`config.mk`:
```
export PLATFORM = sky130hd
export DESIGN_NAME = pipe_ctrl_flat
export DESIGN_NICKNAME = d
export VERILOG_FILES = /design/src/rtl/pipe_pkg.sv /design/src/rtl/pipe_ctrl_if.sv /design/src/rtl/hazard_unit.sv /design/src/rtl/pipe_ctrl.sv /design/src/flat_wrapper.sv
export SDC_FILE = /design/constraint.sdc
export NUM_CORES = 1
export LEC_CHECK = 0
export ABC_CLOCK_PERIOD_IN_PS = 1700
export CELL_PAD_IN_SITES_DETAIL_PLACEMENT = 0
export CELL_PAD_IN_SITES_GLOBAL_PLACEMENT = 1
export CORE_MARGIN = 3
export CORE_UTILIZATION = 17
export CTS_BUF_LIST = sky130_fd_sc_hd__clkbuf_8
export CTS_CLUSTER_SIZE = 20
export DETAILED_ROUTE_END_ITERATION = 8
export GPL_TIMING_DRIVEN = 0
export HOLD_SLACK_MARGIN = 0.1
export PLACE_DENSITY_LB_ADDON = 0.1
export SLEW_MARGIN = 0
export SYNTH_ARGS = -nofsm -noshare
export SYNTH_HDL_FRONTEND = slang
export SYNTH_SLANG_ARGS = --single-unit
export TNS_END_PERCENT = 10
```
`constraint.sdc`:
```
create_clock -name clk -period 1.7 [get_ports clk]
set_input_delay 0.17 -clock clk [delete_from_list [all_inputs] [get_ports clk]]
set_output_delay 0.17 -clock clk [all_outputs]
set_load 0.01 [all_outputs]
```
`src/rtl/pipe_pkg.sv`:
```
// Shared types and constants for the pipeline control block.
// The optional performance counters are enabled with PIPE_CTRL_PERF_EN.
package pipe_pkg;

   localparam int PERF_CNT_W = 32;

   typedef enum logic [1:0] {
      RUN        = 2'd0,
      REDIR_WAIT = 2'd1,
      TRAP_WAIT  = 2'd2
   } ctrl_state_t;

   // Stall/clear controls for every pipeline boundary (PC, IF/ID, ID/EX, EX/MA, MA/WB)
   typedef struct packed {
      logic stall_pc;
      logic stall_fd;
      logic stall_de;
      logic stall_em;
      logic clear_fd;
      logic clear_de;
      logic clear_em;
      logic clear_mw;
   } pipe_ctl_t;

   // Saturating increment used by the performance counters
   function automatic logic [PERF_CNT_W-1:0] sat_inc(input logic [PERF_CNT_W-1:0] v,
                                                     input logic en);
      if (en && (v != {PERF_CNT_W{1'b1}}))
         return v + 1'b1;
      return v;
   endfunction

endpackage

```
`src/rtl/pipe_ctrl_if.sv`:
```
// Bundle of hazard sources, control-flow events and generated stall/clear
// outputs between the core datapath (master) and pipe_ctrl (slave).
interface pipe_ctrl_if #(parameter int NREG = 5);
   import pipe_pkg::*;

   logic [NREG-1:0]       id_rs1;
   logic [NREG-1:0]       id_rs2;
   logic                  id_rs1_use;
   logic                  id_rs2_use;
   logic [NREG-1:0]       ex_rd;
   logic                  ex_is_load;
   logic                  ex_busy;
   logic                  if_wait;
   logic                  ma_wait;
   logic                  redirect;
   logic                  trap;
   logic                  trap_done;

   logic                  stall_pc;
   logic                  stall_fd;
   logic                  stall_de;
   logic                  stall_em;
   logic                  clear_fd;
   logic                  clear_de;
   logic                  clear_em;
   logic                  clear_mw;
   logic [PERF_CNT_W-1:0] perf_stall_cnt;
   logic [PERF_CNT_W-1:0] perf_flush_cnt;

   modport master (
      output id_rs1, id_rs2, id_rs1_use, id_rs2_use, ex_rd, ex_is_load,
             ex_busy, if_wait, ma_wait, redirect, trap, trap_done,
      input  stall_pc, stall_fd, stall_de, stall_em,
             clear_fd, clear_de, clear_em, clear_mw,
             perf_stall_cnt, perf_flush_cnt
   );

   modport slave (
      input  id_rs1, id_rs2, id_rs1_use, id_rs2_use, ex_rd, ex_is_load,
             ex_busy, if_wait, ma_wait, redirect, trap, trap_done,
      output stall_pc, stall_fd, stall_de, stall_em,
             clear_fd, clear_de, clear_em, clear_mw,
             perf_stall_cnt, perf_flush_cnt
   );

endinterface

```
`src/rtl/hazard_unit.sv`:
```
// Load-use hazard detection: the load in EX writes a register that the
// instruction in ID actually reads. x0 never creates a hazard.
module hazard_unit #(parameter int NREG = 5) (
   input  logic [NREG-1:0] id_rs1,
   input  logic [NREG-1:0] id_rs2,
   input  logic            id_rs1_use,
   input  logic            id_rs2_use,
   input  logic [NREG-1:0] ex_rd,
   input  logic            ex_is_load,
   output logic            lu
);

   logic [NREG-1:0] src_idx [2];
   logic            src_use [2];
   logic [1:0]      src_hit;

   assign src_idx[0] = id_rs1;
   assign src_idx[1] = id_rs2;
   assign src_use[0] = id_rs1_use;
   assign src_use[1] = id_rs2_use;

   // One comparator per source operand
   generate
      for (genvar gi = 0; gi < 2; gi++) begin : g_src
         assign src_hit[gi] = src_use[gi] && (src_idx[gi] == ex_rd);
      end
   endgenerate

   assign lu = ex_is_load && (ex_rd != '0) && (|src_hit);

endmodule

```
`src/rtl/pipe_ctrl.sv`:
```
// Central pipeline control: priority-encoded stalls, flush overrides, a
// small FSM that keeps flushing across fetch-wait and trap-entry windows,
// and optional performance counters (enabled with PIPE_CTRL_PERF_EN).
module pipe_ctrl
   import pipe_pkg::*;
#(
   parameter int NREG = 5
) (
   input logic        clk,
   input logic        rst_n,
   pipe_ctrl_if.slave bus
);

   ctrl_state_t state_reg;
   pipe_ctl_t   ctl;
   logic        lu;
   logic        trap_acc;
   logic        redir_acc;

   hazard_unit #(.NREG(NREG)) u_hazard (
      .id_rs1     (bus.id_rs1),
      .id_rs2     (bus.id_rs2),
      .id_rs1_use (bus.id_rs1_use),
      .id_rs2_use (bus.id_rs2_use),
      .ex_rd      (bus.ex_rd),
      .ex_is_load (bus.ex_is_load),
      .lu         (lu)
   );

   // Control-flow events are only taken when MA is not waiting and no trap
   // entry is already in progress; the source holds them otherwise.
   assign trap_acc  = bus.trap     && !bus.ma_wait && (state_reg != TRAP_WAIT);
   assign redir_acc = bus.redirect && !bus.ma_wait && (state_reg != TRAP_WAIT);

   // Flush-hold FSM: trap beats redirect; REDIR_WAIT lasts until fetch is ready
   always_ff @(posedge clk or negedge rst_n) begin
      if (!rst_n) begin
         state_reg <= RUN;
      end else begin
         case (state_reg)
            RUN: begin
               if (trap_acc)
                  state_reg <= TRAP_WAIT;
               else if (redir_acc && bus.if_wait)
                  state_reg <= REDIR_WAIT;
            end
            REDIR_WAIT: begin
               if (trap_acc)
                  state_reg <= TRAP_WAIT;
               else if (!bus.if_wait)
                  state_reg <= RUN;
            end
            TRAP_WAIT: begin
               if (bus.trap_done)
                  state_reg <= RUN;
            end
            default: state_reg <= RUN;
         endcase
      end
   end

   // Stall priority, then flush overrides, then FSM holds, then reset forcing
   always_comb begin
      ctl = '0;

      if (bus.ma_wait) begin
         ctl.stall_pc = 1'b1;
         ctl.stall_fd = 1'b1;
         ctl.stall_de = 1'b1;
         ctl.stall_em = 1'b1;
         ctl.clear_mw = 1'b1;
      end else if (bus.ex_busy) begin
         ctl.stall_pc = 1'b1;
         ctl.stall_fd = 1'b1;
         ctl.stall_de = 1'b1;
         ctl.clear_em = 1'b1;
      end else if (lu) begin
         ctl.stall_pc = 1'b1;
         ctl.stall_fd = 1'b1;
         ctl.clear_de = 1'b1;
      end else if (bus.if_wait) begin
         ctl.stall_pc = 1'b1;
         ctl.clear_fd = 1'b1;
      end

      // Wrong-path entries are bubbled in the very cycle of the pulse
      if (trap_acc) begin
         ctl.clear_fd = 1'b1;
         ctl.clear_de = 1'b1;
         ctl.clear_em = 1'b1;
         ctl.stall_fd = 1'b0;
         ctl.stall_de = 1'b0;
         ctl.stall_em = 1'b0;
      end
      if (redir_acc) begin
         ctl.clear_fd = 1'b1;
         ctl.clear_de = 1'b1;
         ctl.stall_fd = 1'b0;
         ctl.stall_de = 1'b0;
      end

      // Hold flushes for an already accepted event until the window closes
      case (state_reg)
         REDIR_WAIT: begin
            ctl.clear_fd = 1'b1;
            ctl.stall_fd = 1'b0;
         end
         TRAP_WAIT: begin
            ctl.stall_pc = 1'b1;
            ctl.clear_fd = 1'b1;
            ctl.clear_de = 1'b1;
            ctl.clear_em = 1'b1;
            ctl.stall_fd = 1'b0;
            ctl.stall_de = 1'b0;
            ctl.stall_em = 1'b0;
         end
         default: ;
      endcase

      // Whole pipeline is bubbled while reset is asserted
      if (!rst_n) begin
         ctl          = '0;
         ctl.clear_fd = 1'b1;
         ctl.clear_de = 1'b1;
         ctl.clear_em = 1'b1;
         ctl.clear_mw = 1'b1;
      end
   end

   assign bus.stall_pc = ctl.stall_pc;
   assign bus.stall_fd = ctl.stall_fd;
   assign bus.stall_de = ctl.stall_de;
   assign bus.stall_em = ctl.stall_em;
   assign bus.clear_fd = ctl.clear_fd;
   assign bus.clear_de = ctl.clear_de;
   assign bus.clear_em = ctl.clear_em;
   assign bus.clear_mw = ctl.clear_mw;

`ifdef PIPE_CTRL_PERF_EN
   logic [PERF_CNT_W-1:0] stall_cnt_reg;
   logic [PERF_CNT_W-1:0] flush_cnt_reg;
   logic                  flush_ev;

   // A simultaneous trap and redirect counts as a single flush
   assign flush_ev = trap_acc || redir_acc;

   // Saturating stall-cycle and flush-event counters
   always_ff @(posedge clk or negedge rst_n) begin
      if (!rst_n) begin
         stall_cnt_reg <= '0;
         flush_cnt_reg <= '0;
      end else begin
         stall_cnt_reg <= sat_inc(stall_cnt_reg, ctl.stall_pc);
         flush_cnt_reg <= sat_inc(flush_cnt_reg, flush_ev);
      end
   end

   assign bus.perf_stall_cnt = stall_cnt_reg;
   assign bus.perf_flush_cnt = flush_cnt_reg;
`else
   assign bus.perf_stall_cnt = '0;
   assign bus.perf_flush_cnt = '0;
`endif

endmodule

```
`src/flat_wrapper.sv`:
```
// flat-port wrapper written by rule: the top's interface ports become plain ports
module pipe_ctrl_flat import pipe_pkg::*;
#(
   parameter int NREG = 5
)
  (clk, rst_n, bus_id_rs1, bus_id_rs2, bus_id_rs1_use, bus_id_rs2_use, bus_ex_rd, bus_ex_is_load, bus_ex_busy, bus_if_wait, bus_ma_wait, bus_redirect, bus_trap, bus_trap_done, bus_stall_pc, bus_stall_fd, bus_stall_de, bus_stall_em, bus_clear_fd, bus_clear_de, bus_clear_em, bus_clear_mw, bus_perf_stall_cnt, bus_perf_flush_cnt);
  pipe_ctrl_if #(.NREG(NREG)) bus_i ();
  input logic clk;
  input logic rst_n;
  input wire logic [$bits(bus_i.id_rs1)-1:0] bus_id_rs1;
  input wire logic [$bits(bus_i.id_rs2)-1:0] bus_id_rs2;
  input wire logic [$bits(bus_i.id_rs1_use)-1:0] bus_id_rs1_use;
  input wire logic [$bits(bus_i.id_rs2_use)-1:0] bus_id_rs2_use;
  input wire logic [$bits(bus_i.ex_rd)-1:0] bus_ex_rd;
  input wire logic [$bits(bus_i.ex_is_load)-1:0] bus_ex_is_load;
  input wire logic [$bits(bus_i.ex_busy)-1:0] bus_ex_busy;
  input wire logic [$bits(bus_i.if_wait)-1:0] bus_if_wait;
  input wire logic [$bits(bus_i.ma_wait)-1:0] bus_ma_wait;
  input wire logic [$bits(bus_i.redirect)-1:0] bus_redirect;
  input wire logic [$bits(bus_i.trap)-1:0] bus_trap;
  input wire logic [$bits(bus_i.trap_done)-1:0] bus_trap_done;
  output wire logic [$bits(bus_i.stall_pc)-1:0] bus_stall_pc;
  output wire logic [$bits(bus_i.stall_fd)-1:0] bus_stall_fd;
  output wire logic [$bits(bus_i.stall_de)-1:0] bus_stall_de;
  output wire logic [$bits(bus_i.stall_em)-1:0] bus_stall_em;
  output wire logic [$bits(bus_i.clear_fd)-1:0] bus_clear_fd;
  output wire logic [$bits(bus_i.clear_de)-1:0] bus_clear_de;
  output wire logic [$bits(bus_i.clear_em)-1:0] bus_clear_em;
  output wire logic [$bits(bus_i.clear_mw)-1:0] bus_clear_mw;
  output wire logic [$bits(bus_i.perf_stall_cnt)-1:0] bus_perf_stall_cnt;
  output wire logic [$bits(bus_i.perf_flush_cnt)-1:0] bus_perf_flush_cnt;
  assign bus_i.id_rs1 = bus_id_rs1;
  assign bus_i.id_rs2 = bus_id_rs2;
  assign bus_i.id_rs1_use = bus_id_rs1_use;
  assign bus_i.id_rs2_use = bus_id_rs2_use;
  assign bus_i.ex_rd = bus_ex_rd;
  assign bus_i.ex_is_load = bus_ex_is_load;
  assign bus_i.ex_busy = bus_ex_busy;
  assign bus_i.if_wait = bus_if_wait;
  assign bus_i.ma_wait = bus_ma_wait;
  assign bus_i.redirect = bus_redirect;
  assign bus_i.trap = bus_trap;
  assign bus_i.trap_done = bus_trap_done;
  assign bus_stall_pc = bus_i.stall_pc;
  assign bus_stall_fd = bus_i.stall_fd;
  assign bus_stall_de = bus_i.stall_de;
  assign bus_stall_em = bus_i.stall_em;
  assign bus_clear_fd = bus_i.clear_fd;
  assign bus_clear_de = bus_i.clear_de;
  assign bus_clear_em = bus_i.clear_em;
  assign bus_clear_mw = bus_i.clear_mw;
  assign bus_perf_stall_cnt = bus_i.perf_stall_cnt;
  assign bus_perf_flush_cnt = bus_i.perf_flush_cnt;
  pipe_ctrl #(.NREG(NREG)) u_core (.clk(clk), .rst_n(rst_n), .bus(bus_i));
endmodule
```
# After elaboration in Yosys (flattened, before gate mapping)
# Cells that the tools add are included.
word_totals:
  in_bits: 26
  output_inout_bits: 72
  register_bits: 2
  word_cells: 49
op_classes:
  n_mux: 25
  n_reduce_logical: 15
  n_eq_ne: 8
op_table:
  columns: ["cell", "count"]
  rows:
  - ["$mux 2", 11]
  - ["$eq 5x5->1", 2]
  - ["$logic_and 1x1->1", 9]
  - ["$mux 1", 9]
  - ["$mux 8", 1]
  - ["$mux 3", 2]
  - ["$mux 6", 1]
  - ["$pmux 2 s3", 1]
  - ["$reduce_bool 5->1", 1]
  - ["$ne 2x2->1 const B", 2]
  - ["$reduce_or 2->1", 2]
  - ["$ne 3x1->1 const B", 1]
  - ["$ne 3x2->1 const B", 1]
  - ["$reduce_and 3->1", 1]
  - ["$eq 2x1->1 const B", 1]
  - ["$eq 2x2->1 const B", 1]
  - ["$logic_not 2->1", 1]
  - ["$logic_not 1->1", 1]

# Logic depth before layout (Yosys ltp)
# Gate-level depths: netlist of run 1.
depth:
  word_depth: 11
  mapped_depth: 7
  mapped_depth_nobuf: 7

# By module
# A second synthesis of run 1 with hierarchy kept.
unflattened:
  cells_unflattened: 121
  area_unflattened_um2: 918.4
by_module_without_submodules:
  columns: ["mod", "seq_area_each_um2", "cells_per_inst", "n_inst", "area_per_inst_um2"]
  rows:
  - ["pipe_ctrl", 50.0, 104, 1, 784.5]
  - ["hazard_unit", 0.0, 17, 1, 133.9]

# Least setup slack after synthesis of run 1
# Ideal clock, no wire load.
synth_timing:
  path_kind: "register -> output"
  start: "reg u_core.state_reg[0]"
  end: "out bus_clear_fd"
  setup_slack_ns: 0.265
  n_path_buf: 0
  stages_incl_launch_ff: 6
  required_ns: 1.530
  arrival_time_ns: 1.265
  cell_sequence: "dfrtp_1 inv_1 ha_1 nor3_1 or3_1 a31o_1"
synth_between:
  elab_chain_cells: 6
  word_cells_on_any_way: 10
  cone_classes: "3 x eq/ne; 4 x mux; 3 x reduce/logical"
synth_rtl:
  columns: ["item", "line", "source"]
  rows:
  - ["from (decl)", "pipe_ctrl.sv:14", "ctrl_state_t state_reg;"]
  - ["from (signal assigned)", "pipe_ctrl.sv:38", "state_reg <= RUN;"]
  - ["from (signal assigned)", "pipe_ctrl.sv:43", "state_reg <= TRAP_WAIT;"]
  - ["from (signal assigned)", "pipe_ctrl.sv:45", "state_reg <= REDIR_WAIT;"]
  - ["$ne 2x2->1", "pipe_ctrl.sv:32, pipe_ctrl.sv:33", null]
  - ["$logic_and 1x1->1", "pipe_ctrl.sv:32", "assign trap_acc = bus.trap && !bus.ma_wait && (state_reg != TRAP_WAIT);"]
  - ["$mux 6", "pipe_ctrl.sv:87", "if (trap_acc) begin"]
  - ["$mux 2", "pipe_ctrl.sv:95", "if (redir_acc) begin"]
  - ["$mux 1 (*)", "pipe_ctrl.sv:103", "case (state_reg)"]
  - ["$mux 8 (*)", "pipe_ctrl.sv:121", "if (!rst_n) begin"]
  - ["to (decl)", "flat_wrapper.sv:26", "output wire logic [$bits(bus_i.clear_fd)-1:0] bus_clear_fd;"]
# Mark *: on every way between the ends. The rest lies on a longest branch, timed or not.

# Final worst setup path of run 1
layout_timing:
  start: "reg u_core.state_reg[1]"
  end: "out bus_clear_fd"
# The elaborated chain is that of the path after synthesis.

==> impl_metrics.csv, run 1 <==
group,metric,value,unit
status,outcome,"finished, violations left",
status,violations,"negative setup slack",
floorplan,rows,25,
synthesis,synth_compound_area_share,10.2,%
clock_network,cts_max_path_buffers,2,
cells_and_area,antenna-diode-count,0,
routing,drt_iter0_markers,18,
timing,setup_violations,2,
timing,fin_skew,0.000692,ns
setup_path,crit_chain,"inv_2, ha_4, or3_4, a31o_1, buf_2",
synthesis,yosysWarnings,0,
setup_path,crit_start,"u_core.state_reg[1]",
setup_path,worst_setup_path_end_kind,"primary output",
timing,hold_viol,0,
timing,finalCritPeriodShare,104,%
cells_and_area,layout-drive-gt1-share,39.6,%
synthesis,synthTopCellsByArea,"buf_4 55%, xnor2_1 10%, dfrtp_1 5.7%, ha_1 4.3%, nand2_1 4.3%",
global_route,track_usage,7.26,%
floorplan,start_util,18.0,%
clock_network,numClockSinks,2,
synthesis,ys_types,22,
synthesis,synth_most_common_cell,"buf_4",
synthesis,synth_edf_count,0,
cells_and_area,nFillCells,538,
setup_path,cp_top_family,"flip-flops",
clock_network,cts_tree,"yes",
global_route,grt_max_degree,7,
routing,antenna_left,0,
synthesis,synth.avg_cell_area,7.17,sq um
synthesis,synth.top_cell.area_share,54.9,%
routing,wl_per_cell,7.86,um
global_route,grt_pass1_vias,766,
setup_path,cp_max_fo,3,
floorplan,core_area,4850,sq um
synthesis,synth.area.mux_share,0,%
synthesis,synth-seq-cells,2,
routing,vias_per_cell,2.93,
clock_network,cts_buffers,3,
timing,max_freq,563,MHz
cells_and_area,nNetsFinal,258,
timing,fin_crit,1.78,ns
synthesis,synth_top_family_by_area,"buffers and inverters",
power_and_ir_drop,ir_drop,341,uV
setup_path,required,1.53,ns
synthesis,synth_async_sr_flop_share,100,%
synthesis,yosysTopAreaCell,"buf_4",
synthesis,netlist_instances,122,
global_route,grt_pass1_wl,3550,um
power_and_ir_drop,clock_power_share,19.2,%
clock_network,cts_root_buf,"clkbuf_8",
clock_network,htreeDepth,1,
power_and_ir_drop,swShare,38.8,%
synthesis,synthXorXnorAreaFrac,10.0,%
power_and_ir_drop,pwr-share-comb,70.9,%
cells_and_area,largest_reg_flops,2,
power_and_ir_drop,internal-power,0.000596,W
cells_and_area,syn_to_final_growth,87.6,%
synthesis,synthFlopType,"dfrtp_1",
hold_path,min_path_type,"in -> async",
setup_path,crit_type,"reg -> out",
routing,wl,2310,um
power_and_ir_drop,power_frac_seq,9.9,%
floorplan,dieWidth,77.7,um
global_route,antenna_found_initial,0,
synthesis,synth-adder-area-share,4.29,%
power_and_ir_drop,p_per_area,594,nW/um^2
place,gp_congestion,0.675,
clock_network,path_clk_slew,0.03,ns
routing,drc,0,
setup_path,crit_slowest_cell,"dfrtp_1",
job,cap_violations,0,
place,dp_cells,285,
setup_path,reg2reg_from,"u_core.state_reg[0]",
timing,setup_slack,-0.0756,ns
cells_and_area,final_cells,294,
power_and_ir_drop,p_switching,0.000378,W
synthesis,ys_seq_area_share,5.72,%
place,hpwl,2040,um
setup_path,crit_arrival,1.61,ns
synthesis,netlist_area,875,sq um
setup_path,startpoint_type,"flop",
power_and_ir_drop,leakage,0.992,nW
routing,vias,860,
floorplan,die-area,6040,sq um
routing,firstDrtPassIters,3,
floorplan,die_h,77.7,um
synthesis,synth_commonest_cells,"64 x buf_4, 10 x nand2_1, 10 x xnor2_1, 8 x nor2_1, 5 x inv_1",
setup_path,cp.buffers_inverters,2,
setup_path,slowest_delay,0.41,ns
clock_network,clk-insertion-delay-late,0.21,ns
timing,hold_slack,0.479,ns
timing,drv_slew,0,
global_route,grt_overflow,0,
place,portBuffers,33,
floorplan,pin_count,98,
timing,rsz0062_at_grt,"true",
synthesis,synth-simple-area-share,12.3,%
[power groups by stage]
stage	clock network (W)	registers [W]	logic, W
after floorplan	0	0.0000862	0.000401
after global placement	0	0.0000917	0.000599
after detailed placement	0	0.0000905	0.000594
after CTS	0.000195	0.0000877	0.000606
after global routing	0.000194	0.0000986	0.000773
final	0.000187	0.0000961	0.000691
[final timing paths]
| check | slack, ns | to | cells after the start |
|---|---|---|---|
| setup / recovery | -0.08 | bus_clear_fd | 5 |
| hold / removal | 0.48 | u_core.state_reg[0] | 2 |
| setup reg to reg | 0.10 | u_core.state_reg[1] | 8 |
| hold reg to reg | 0.59 | u_core.state_reg[1] | 2 |
| max in group asynchronous | 1.10 | u_core.state_reg[1] | 2 |
| min in group clk | 0.59 | u_core.state_reg[1] | 2 |
[worst reg2reg max path, cell delays in order (launching register included)]
cell	delay (ns)
dfrtp_1	0.38
buf_4	0.13
buf_4	0.12
ha_1	0.20
nand2_1	0.08
nand2_1	0.06
a221o_1	0.33
nand2_1	0.08
o21ai_0	0.08
[per-stage QoR]
step                utilization [%]  TNS [ns]  setup slack, ns  total power, W  cell area (sq um)
floorplan                         -         0            0.265        0.000487               1110
global placement               31.5     -2.81           -0.631        0.000691               1530
detailed placement             31.5     -2.79           -0.635        0.000684               1530
CTS                            32.6    -0.324           -0.209        0.000888               1580
global route                   33.8    -0.226           -0.118         0.00107               1640
finish                         33.8   -0.0804          -0.0756        0.000974               1640
[cell type report]
type | instances | area (sq um) | area share [%]
plain buffers | 64 | 480 | 29.3
clock buffers | 3 | 41.3 | 2.52
inverters | 5 | 18.8 | 1.14
multi-input cells | 114 | 614 | 37.5
flip-flops and latches | 2 | 50.0 | 3.05
well taps | 67 | 83.8 | 5.11
repair buffers | 39 | 352 | 21.4
[cells in the final DEF, fill, tap and decap left out, drive strengths merged, types with 2 or more instances in the layout]
| master | synthesis | final |
|---|---|---|
| a21oi | 2 | 2 |
| buf | 64 | 73 |
| clkbuf | 0 | 8 |
| clkdlybuf4s50 | 0 | 11 |
| conb | 1 | 64 |
| dfrtp | 2 | 2 |
| dlygate4sd2 | 0 | 3 |
| dlymetal6s2s | 0 | 9 |
| ha | 3 | 3 |
| inv | 5 | 5 |
| nand2 | 10 | 10 |
| nand4 | 2 | 2 |
| nor2 | 8 | 8 |
| nor3 | 2 | 2 |
| o21ai | 4 | 4 |
| xnor2 | 10 | 10 |
[cell families after synthesis]
| logic type | Yosys count |
|---|---|
| buf+inv | 69 |
| simple gates | 24 |
| compound gates | 13 |
| xor+xnor | 10 |
| fa+ha+maj | 3 |
| flops | 2 |
| other cells | 1 |
[metal layers]
layer / share of wire (%) / vias to the layer above / track usage, %
li1: - / 472 / -
met5: 0 / - / 0
met2: 44 / 53 / 10.9
met1: 42 / 331 / 9.63
met4: 0.91 / 0 / 3.20
met3: 13 / 4 / 1.97
[timing repair]
item,in CTS,in global routing
pin swaps,2,18
endpoints found under the hold margin,2,0
buffers inserted,1,4
gates cloned,0,0
gates resized for setup,28,27
endpoints found under the setup margin,7,5
hold buffers,1,0
Note: power is estimated with default switching activity, not from simulation.
==> inputs of run 2 (changes only) <==
- CELL_PAD_IN_SITES_DETAIL_PLACEMENT: 0 -> 1
==> run 2 against run 1 <==
The flow still finishes with violations (negative setup slack); highest routed layer unchanged; die area is the same; count of clock-buffer cells in the layout did not move; cell area down 0.53%; first-iteration DRC count decreased by 11%; largest power group unchanged.
==> impl_metrics.csv, run 2 (synthesized netlist as in run 1, its figures left out) <==
group,metric,value,unit
status,outcome,"finished, violations left",
status,violations,"negative setup slack",
floorplan,rows,25,
routing,firstDrtPassIters,3,
setup_path,crit_type,"reg -> out",
timing,setup_slack,-0.0919,ns
power_and_ir_drop,ir_drop,374,uV
hold_path,min_path_type,"in -> async",
clock_network,path_clk_slew,0.03,ns
setup_path,worst_setup_path_end_kind,"primary output",
place,dp_cells,285,
setup_path,cp_max_fo,3,
job,cap_violations,0,
cells_and_area,nNetsFinal,257,
routing,wl_per_cell,9.01,um
cells_and_area,layout_common_cells,"68 x buf_4, 64 x conb_1, 19 x clkdlybuf4s50_1",
global_route,grt_max_degree,7,
floorplan,dieWidth,77.7,um
setup_path,cp.buffers_inverters,2,
setup_path,slowest_delay,0.42,ns
place,hpwl,2280,um
cells_and_area,antenna-diode-count,0,
floorplan,pin_count,98,
cells_and_area,final_common_cell,"buf_4",
floorplan,start_util,18.0,%
timing,tns,-0.184,ns
setup_path,startpoint_type,"flop",
clock_network,cts_buffers,3,
floorplan,die_h,77.7,um
power_and_ir_drop,p_total,0.00101,W
timing,max_freq,558,MHz
setup_path,reg2reg_slack,0.02,ns
clock_network,cts_max_path_buffers,2,
clock_network,htreeDepth,1,
global_route,antenna_found_initial,0,
timing,fin_crit,1.79,ns
timing,finalCritPeriodShare,105,%
routing,vias_per_cell,3.08,
setup_path,crit_slowest_cell,"dfrtp_1",
cells_and_area,final_cells,293,
clock_network,numClockSinks,2,
clock_network,cts_tree,"yes",
global_route,grt_pass1_wl,4040,um
setup_path,crit_chain,"inv_2, ha_4, or3_4, a31o_1, buf_2",
routing,antenna_left,0,
global_route,grt_pass1_vias,865,
power_and_ir_drop,leakage,0.919,nW
setup_path,cp_top_family,"flip-flops",
place,portBuffers,33,
timing,rsz0062_at_grt,"true",
cells_and_area,syn_to_final_growth,86.6,%
place,dpl_worst_slack,-0.631,ns
global_route,track_usage,8.30,%
timing,drv_slew,0,
clock_network,clk-insertion-delay-late,0.21,ns
routing,wl,2640,um
timing,hold_viol,0,
routing,vias,901,
global_route,grt_overflow,0,
cells_and_area,layout-drive-gt1-share,38.5,%
clock_network,cts_root_buf,"clkbuf_8",
place,gp_congestion,0.675,
floorplan,core_area,4850,sq um
timing,setup_violations,4,
timing,fin_skew,0.00197,ns
floorplan,die-area,6040,sq um
cells_and_area,largest_reg_flops,2,
routing,drt_iter0_markers,16,
setup_path,required,1.53,ns
power_and_ir_drop,p_per_area,618,nW/um^2
routing,drc,0,
cells_and_area,nFillCells,628,
setup_path,crit_arrival,1.62,ns
## run 2: metal layers
layer | part of all wire [%] | up-vias | global-route usage, %
li1 | - | 471 | -
met1 | 43 | 373 | 11.0
met2 | 45 | 53 | 13.0
met3 | 11 | 4 | 1.39
met4 | 0.83 | 0 | 3.74
met5 | 0 | - | 0
## run 2: final timing paths
| check | from | to | depth (start not counted) |
|---|---|---|---|
| max | u_core.state_reg[1] | bus_clear_fd | 5 |
| min | rst_n | u_core.state_reg[0] | 2 |
| max reg2reg | u_core.state_reg[1] | u_core.state_reg[1] | 9 |
| min reg2reg | u_core.state_reg[1] | u_core.state_reg[1] | 2 |
| max in group asynchronous | rst_n | u_core.state_reg[1] | 2 |
| min in group clk | u_core.state_reg[1] | u_core.state_reg[1] | 2 |
## run 2: stage by stage
stage	hold slack [ns]	utilization (%)	area (sq um)
floorplan	-0.126	-	1110
global placement	0.391	31.5	1530
detailed placement	0.387	31.5	1530
CTS	0.159	33.0	1600
global route	0.441	33.7	1630
finish	0.388	33.7	1630
## run 2: timing repair
item / 4_1_cts / 5_1_grt
pin swaps: 4 / 8
gates resized for setup: 33 / 6
buffers inserted: 2 / 2
gates cloned: 0 / 0
hold buffers: 0 / 1
hold endpoints to repair: 0 / 2
setup endpoints to repair: 7 / 7
## run 2: power breakdown
part / internal [W] / total, W / switching, W
registers: 0.0000721 / 0.0000986 / 0.0000265
logic: 0.000387 / 0.000721 / 0.000334
clock network: 0.000150 / 0.000189 / 0.0000393
total: 0.000609 / 0.00101 / 0.000400
## run 2: final cells by class
type                       count  area, sq um  area share (%)
multi-input combinational    114          616            37.7
buffer                        64          480            29.4
timing repair buffer          38          342            20.9
tap                           67         83.8            5.14
sequential                     2         50.0            3.07
clock buffer                   3         41.3            2.53
inverter                       5         18.8            1.15
